## src/rtl/dds_sine_scheduler.sv

```systemverilog
// Two-channel DDS controller sharing one combinational sine LUT.
// Per sample strobe it reads channel 0 and then channel 1, and presents both results with a single valid pulse.
module dds_sine_scheduler #(
  parameter int unsigned PHASE_W = 32,
  parameter int unsigned ADDR_W  = 10,
  parameter int unsigned DATA_W  = 16
) (
  input  logic               i_clk,
  input  logic               i_rst,
  input  logic               i_en,
  input  logic               i_tick,
  input  logic               i_sync,
  input  logic [PHASE_W-1:0] i_fcw0,
  input  logic [PHASE_W-1:0] i_fcw1,
  input  logic [ADDR_W-1:0]  i_off0,
  input  logic [ADDR_W-1:0]  i_off1,
  output logic [ADDR_W-1:0]  o_lut_addr,
  input  logic [DATA_W-1:0]  i_lut_data,
  output logic [DATA_W-1:0]  o_ch0_data,
  output logic [DATA_W-1:0]  o_ch1_data,
  output logic               o_valid,
  output logic               o_busy,
  output logic               o_overrun
);

  typedef enum logic [1:0] {IDLE, RD0, RD1, COMMIT} state_e;

  state_e               state_q, state_d;
  logic [PHASE_W-1:0]   acc0_q, acc0_d, acc1_q, acc1_d;
  logic [DATA_W-1:0]    stg0_q, stg0_d;
  logic [DATA_W-1:0]    ch0_q, ch0_d, ch1_q, ch1_d;
  logic                 ovr_q, ovr_d;
  logic [ADDR_W-1:0]    addr0, addr1, lut_addr;

  // Sample from the pre-increment phase; the ADDR_W-bit sum wraps around the table.
  assign addr0 = acc0_q[PHASE_W-1 -: ADDR_W] + i_off0;
  assign addr1 = acc1_q[PHASE_W-1 -: ADDR_W] + i_off1;

  always_ff @(posedge i_clk or posedge i_rst) begin
    if (i_rst) begin
      state_q <= IDLE;
      acc0_q  <= '0;
      acc1_q  <= '0;
      stg0_q  <= '0;
      ch0_q   <= '0;
      ch1_q   <= '0;
      ovr_q   <= 1'b0;
    end else begin
      state_q <= state_d;
      acc0_q  <= acc0_d;
      acc1_q  <= acc1_d;
      stg0_q  <= stg0_d;
      ch0_q   <= ch0_d;
      ch1_q   <= ch1_d;
      ovr_q   <= ovr_d;
    end
  end

  always_comb begin
    state_d  = state_q;
    acc0_d   = acc0_q;
    acc1_d   = acc1_q;
    stg0_d   = stg0_q;
    ch0_d    = ch0_q;
    ch1_d    = ch1_q;
    lut_addr = '0;
    // A strobe is dropped if the sequencer is busy or if the strobe coincides with a phase clear.
    ovr_d    = ovr_q | (i_tick & i_en & (i_sync | (state_q != IDLE)));

    unique case (state_q)
      IDLE: begin
        if (i_tick && i_en && !i_sync) state_d = RD0;
      end
      RD0: begin
        lut_addr = addr0;
        stg0_d   = i_lut_data;
        acc0_d   = acc0_q + i_fcw0;
        state_d  = RD1;
      end
      RD1: begin
        lut_addr = addr1;
        ch0_d    = stg0_q;
        ch1_d    = i_lut_data;
        acc1_d   = acc1_q + i_fcw1;
        state_d  = COMMIT;
      end
      COMMIT: begin
        state_d = IDLE;
      end
      default: begin
        state_d = IDLE;
      end
    endcase

    // Phase clear wins over everything else: abandon the sequence and keep the last committed outputs.
    if (i_sync) begin
      acc0_d  = '0;
      acc1_d  = '0;
      ch0_d   = ch0_q;
      ch1_d   = ch1_q;
      state_d = IDLE;
    end
  end

  assign o_lut_addr = lut_addr;
  assign o_ch0_data = ch0_q;
  assign o_ch1_data = ch1_q;
  assign o_valid    = (state_q == COMMIT);
  assign o_busy     = (state_q != IDLE);
  assign o_overrun  = ovr_q;

endmodule

```

## config.mk

```make
export PLATFORM = sky130hd
export DESIGN_NAME = dds_sine_scheduler
export DESIGN_NICKNAME = d
export VERILOG_FILES = /design/src/rtl/dds_sine_scheduler.sv
export SDC_FILE = /design/constraint.sdc
export NUM_CORES = 1
export LEC_CHECK = 0
export ABC_AREA = 1
export CORE_UTILIZATION = 52
export CTS_BUF_LIST = sky130_fd_sc_hd__clkbuf_8
export DETAILED_ROUTE_END_ITERATION = 8
export PLACE_DENSITY = 0.8
export REMOVE_ABC_BUFFERS = 1
export SYNTH_ARGS = -nofsm -noshare
export SYNTH_HDL_FRONTEND = slang
export SYNTH_SLANG_ARGS = --single-unit
```

## constraint.sdc

```tcl
create_clock -name i_clk -period 3.06 [get_ports i_clk]
set_input_delay 0.306 -clock i_clk [delete_from_list [all_inputs] [get_ports i_clk]]
set_output_delay 0.306 -clock i_clk [all_outputs]
set_load 0.05 [all_outputs]
```

**After elaboration in Yosys (flattened, before gate mapping)**

Index checks and enable logic that the tools add are counted.
W data, S select, Z words.

- Flip-flop bits (word level): 115
- Output and inout bits: 45

- Reductions and logical operators: 8
- $add $sub $neg: 4
- Equal/unequal tests: 4
- Bitwise gates (word level): 5
- Multiplexer cells: 8

Operators with widths:

| cell | count |
|---|---|
| $mux W32 | 4 |
| $add A32 B32 Y32 | 2 |
| $add A10 B10 Y10 | 2 |
| $pmux W10 S2 | 1 |
| $pmux W2 S4 | 1 |
| $reduce_bool A2 Y1 | 3 |
| $eq A2 B2 Y1 const B | 2 |
| $mux W2 | 2 |
| $ne A3 B3 Y1 const B | 1 |
| $and A1 B1 Y1 | 2 |
| $eq A2 B1 Y1 const B | 1 |
| $logic_and A1 B1 Y1 | 2 |
| $logic_not A2 Y1 | 1 |
| $or A1 B1 Y1 | 2 |
| $reduce_and A2 Y1 | 1 |
| $logic_not A1 Y1 | 1 |
| $not A1 Y1 | 1 |

**Depth between registers and ports, before layout**

- Word-level depth: 5
- Mapped depth: 14
- Gate-level depth less buffers: 14

**Worst setup path after synthesis**

No wires, ideal clock.

- Path type: register to output
- Start: register acc1_q[22]
- End: output port o_lut_addr[6]
- Cell stages (with the launch flop): 11
- Buffers on the path: 0
- Arrival time: 2.241 ns
- Required time: 2.754 ns
- Setup slack: 0.513 ns
- Cells stage by stage: dfrtp_1 ha_1 inv_1 fa_1 inv_1 nand3_1 nand2_1 nand2_1 o211ai_1 nand3_1 a21oi_1

- Word-level cells in the longest chain between the ends: 2

Ends and longest elaborated chain:

| element | RTL line | RTL |
|---|---|---|
| from (decl) | 29 | `logic [PHASE_W-1:0] acc0_q, acc0_d, acc1_q, acc1_d;` |
| from (signal assigned) | 43 | `acc1_q <= '0;` |
| from (signal assigned) | 51 | `acc1_q <= acc1_d;` |
| $add A10 B10 Y10 | 37 | `assign addr1 = acc1_q[PHASE_W-1 -: ADDR_W] + i_off1;` |
| $pmux W10 S2 | 70 | `unique case (state_q)` |
| to (decl) | 17 | `output logic [ADDR_W-1:0] o_lut_addr,` |

Every way passes these cells.

**Worst setup path after layout**

- Start: register acc0_q[22]
- End: output port o_lut_addr[6]

- Word-level cells in the longest chain between the ends: 2

Ends and longest elaborated chain:

| element | RTL line | RTL |
|---|---|---|
| from (decl) | 29 |  |
| from (signal assigned) | 42 | `acc0_q <= '0;` |
| from (signal assigned) | 50 | `acc0_q <= acc0_d;` |
| $add A10 B10 Y10 | 36 | `assign addr0 = acc0_q[PHASE_W-1 -: ADDR_W] + i_off0;` |
| $pmux W10 S2 | 70 |  |

Every way passes these cells.

==> key figures <==
Floorplan
  – Die Ht: 141 µm
  – Core area: 18800 µm²
  – FP Rows: 50
  – Chip width: 141 µm
  – Io pins: 150
  – DIE AREA: just under 20000 µm²
  – Starting density of the core: 53.3%

Final layout
  – Multi-input gate area: 5970 µm²
  – FF/Latch Area: roughly 2900 µm²
  – ANT cells: 0
  – Most frequent cells in the layout: nand2_1, inv_1, clkdlybuf4s50_1
  – Layout Cells excl Fill: 2061
  – Layout Nets: 1981
  – Most common cell after layout, fill and taps aside: nand2_1
  – Share of layout cells above drive strength 1: 5.11%
  – Fillers: 1769
  – Area Overhead vs Synth: 23.0%

Detailed routing
  – Routed WL per cell: about 13 µm
  – Pre-antenna DRT Iters: 5
  – Via Count: ~10000
  – Final Routed Wirelength: ~27000 µm
  – Final ANT Viol Nets: 0
  – Initial DRC count: around 700
  – Vias/cell: between 4 and 5
  – DRC Markers: 0

Placed design
  – Gpl congestion: 0.941
  – Hpwl dp: approximately 21000 µm
  – Setup WS pre-CTS: approximately 0.24 ns
  – Placed Cells: 2029
  – Port bufs: approximately 150

GRT
  – First-pass GRT wire length: 44800 µm
  – Total grt overflow: 0
  – Vias in the first global route: just under 10000
  – Largest net degree at the start of global routing: 86
  – Total track usage: 28.2%
  – Antenna violations before repair: 0

Clocking
  – Number of hold buffers added after CTS: 0
  – Clock Tree Buf Depth: 2
  – Post-CTS resize count: 0
  – Inserted Clock Buffers: 17
  – Worst-skew pair later-pin latency: 0.47 ns
  – Clock Pin Slew Worst Setup and Hold Paths: around 0.090 ns
  – H-tree Lvls: 4
  – CTS root buffer: clkbuf_8
  – Clock tree from TritonCTS: done
  – Post-CTS Setup Repair Bufs: 0
  – Num Clock Sinks: ~120

Worst setup path
  – Worst endpoint required time: roughly 2.8 ns
  – Crit-path max FO: 4
  – Crit. End Element: output port
  – Worst Setup Path Type: reg -> out
  – Crit start category: register
  – Arr. time, crit path: about 2.6 ns

Synth
  – Share of the synthesized area in the top cell type: 28.7%
  – Synth Register Bits: ~120
  – Xor/xnor cell area share of the yosys netlist: around 1.2%
  – Yosys warnings: 0
  – Cell taking the most area after synthesis: dfrtp_1
  – Area share of fa/ha/maj cells after synthesis: 11.3%
  – Largest family of logic cells by synthesized area: simple AND/OR/NAND/NOR gates
  – Post-synth EDFFs: 0
  – Post-synthesis mux area share: 0%
  – Synth area leaders: dfrtp_1, nand2_1, inv_1
  – Fraction of registers with async set/reset: 100%
  – Synth Area in Simple Gates: approximately 37%
  – Synthesized area: roughly 10000 µm²
  – Syn avg cell area: ~6.1 µm²
  – Ys flop type: dfrtp_1
  – Unique masters post-synth: 35
  – Complex-gate fraction of the synthesized area: under 10%
  – Mapped Cells: 1635
  – Seq/Total Area, Yosys: between 20 and 30%

Status
  – Outcome: complete, no violations

Timing
  – Period Utilization, post-route: between 90% and 100%
  – Rel. slew slack: 61.6%
  – Unrepaired setup endpoints after global routing: false
  – Achievable clock frequency: between 300 and 400 MHz
  – Time the worst path needs with I/O delays and setup: roughly 2.9 ns
  – Setup Viol. Count Final: 0
  – Hold Violations, Final: 0
  – Slew Viols, Final: 0
  – Worst-Margin Slew: roughly 0.58 ns
  – Worst clock skew: ~0.026 ns
  – Setup ws final: approximately 0.19 ns

Pwr
  – Cell Pwr Density: slightly below 800 nW/µm²
  – Total power: 0.00974 W
  – Peak supply drop: around 730 µV
  – Total leakage power: ~7 nW

Worst hold path
  – Hold WC Path Type: in -> async

Job
  – Max cap viols: 0
[cells by family after synthesis]
group                    Yosys count
flip-flops                       115
AND/OR/NAND/NOR                  914
adder cells (fa/ha/maj)           88
XOR/XNOR                          14
buffers and inverters            319
AO/OA/AOI/OAI                    185
[through the flow]
stage	area, µm²	util, %	hold slack, ns	setup TNS (ns)
2_1_floorplan	9930	-	0.423	-33.36
3_3_place_gp	11900	63.3	0.454	0
3_5_place_dp	11900	63.3	0.458	0
5_1_grt	12300	65.5	0.198	0
4_1_cts	12300	65.4	0.170	0
6_report	12300	65.5	0.176	0
[sequential cells by signal (all words and copies together) (netlist names)]
signal      count
state_q         2
o_ch1_data     16
o_ch0_data     16
acc0_q         32
stg0_q         16
o_overrun       1
acc1_q         32
[synth_stat cells, types with 4 or more instances]
master	number
nand3_1	90
clkbuf_1	14
nand2_1	680
nor2_1	90
o21ai_1	5
nand3b_1	5
o21ai_0	79
buf_2	8
a21oi_1	80
nand2_2	12
xnor2_1	11
nand4_1	7
dfrtp_1	115
ha_1	84
o21bai_1	5
nor2_2	8
fa_1	4
inv_1	294
nor3_1	10
[final cells by class]
type	count	area share (%)
clock inverters	15	1.28
repair buffers	157	13.4
multi-input cells	1201	48.4
well taps	260	2.64
flip-flops and latches	115	23.3
inverters	296	9.03
clock buffers	17	1.90
[layer usage]
metal	vias up	track usage [%]	wire length (µm)
met1	4586	36.9	12600
met2	270	47.6	12400
met4	0	8.87	553
li1	5357	-	-
met3	39	4.52	1470
met5	-	0	0
[worst max-delay path: stages (launching register included)]
cell      delay (ns)
dfrtp_1         0.41
ha_1            0.20
inv_1           0.07
fa_1            0.36
inv_1           0.10
nand3_1         0.09
nand2_2         0.11
nand2_1         0.07
o211ai_1        0.16
nand3_1         0.14
a21oi_4         0.22
buf_12          0.16
[final timing paths]
check | start | endpoint | slack [ns] | cells after the start
setup / recovery | acc0_q[22]$_DFFE_PP0P_ | o_lut_addr[6] | 0.19 | 11
min in group i_clk | i_lut_data[8] | o_ch1_data[8]$_DFFE_PP0P_ | 0.41 | 3
hold / removal | i_rst | o_ch1_data[11]$_DFFE_PP0P_ | 0.18 | 2
setup reg to reg | acc1_q[0]$_DFFE_PP0P_ | acc1_q[28]$_DFFE_PP0P_ | 0.92 | 13
max in group asynchronous | i_rst | acc1_q[4]$_DFFE_PP0P_ | 2.08 | 3
hold reg to reg | o_ch1_data[8]$_DFFE_PP0P_ | o_ch1_data[8]$_DFFE_PP0P_ | 0.48 | 2
[power breakdown]
part | total (W) | switching (W) | leakage (nW) | internal, W
Sequential | 0.00243 | 0.000352 | 1.51 | 0.00208
Combinational | 0.00584 | 0.00382 | 5.32 | 0.00203
Clock | 0.00146 | 0.000782 | 0.196 | 0.000680
No activity file was read; power rests on OpenSTA's default activity.
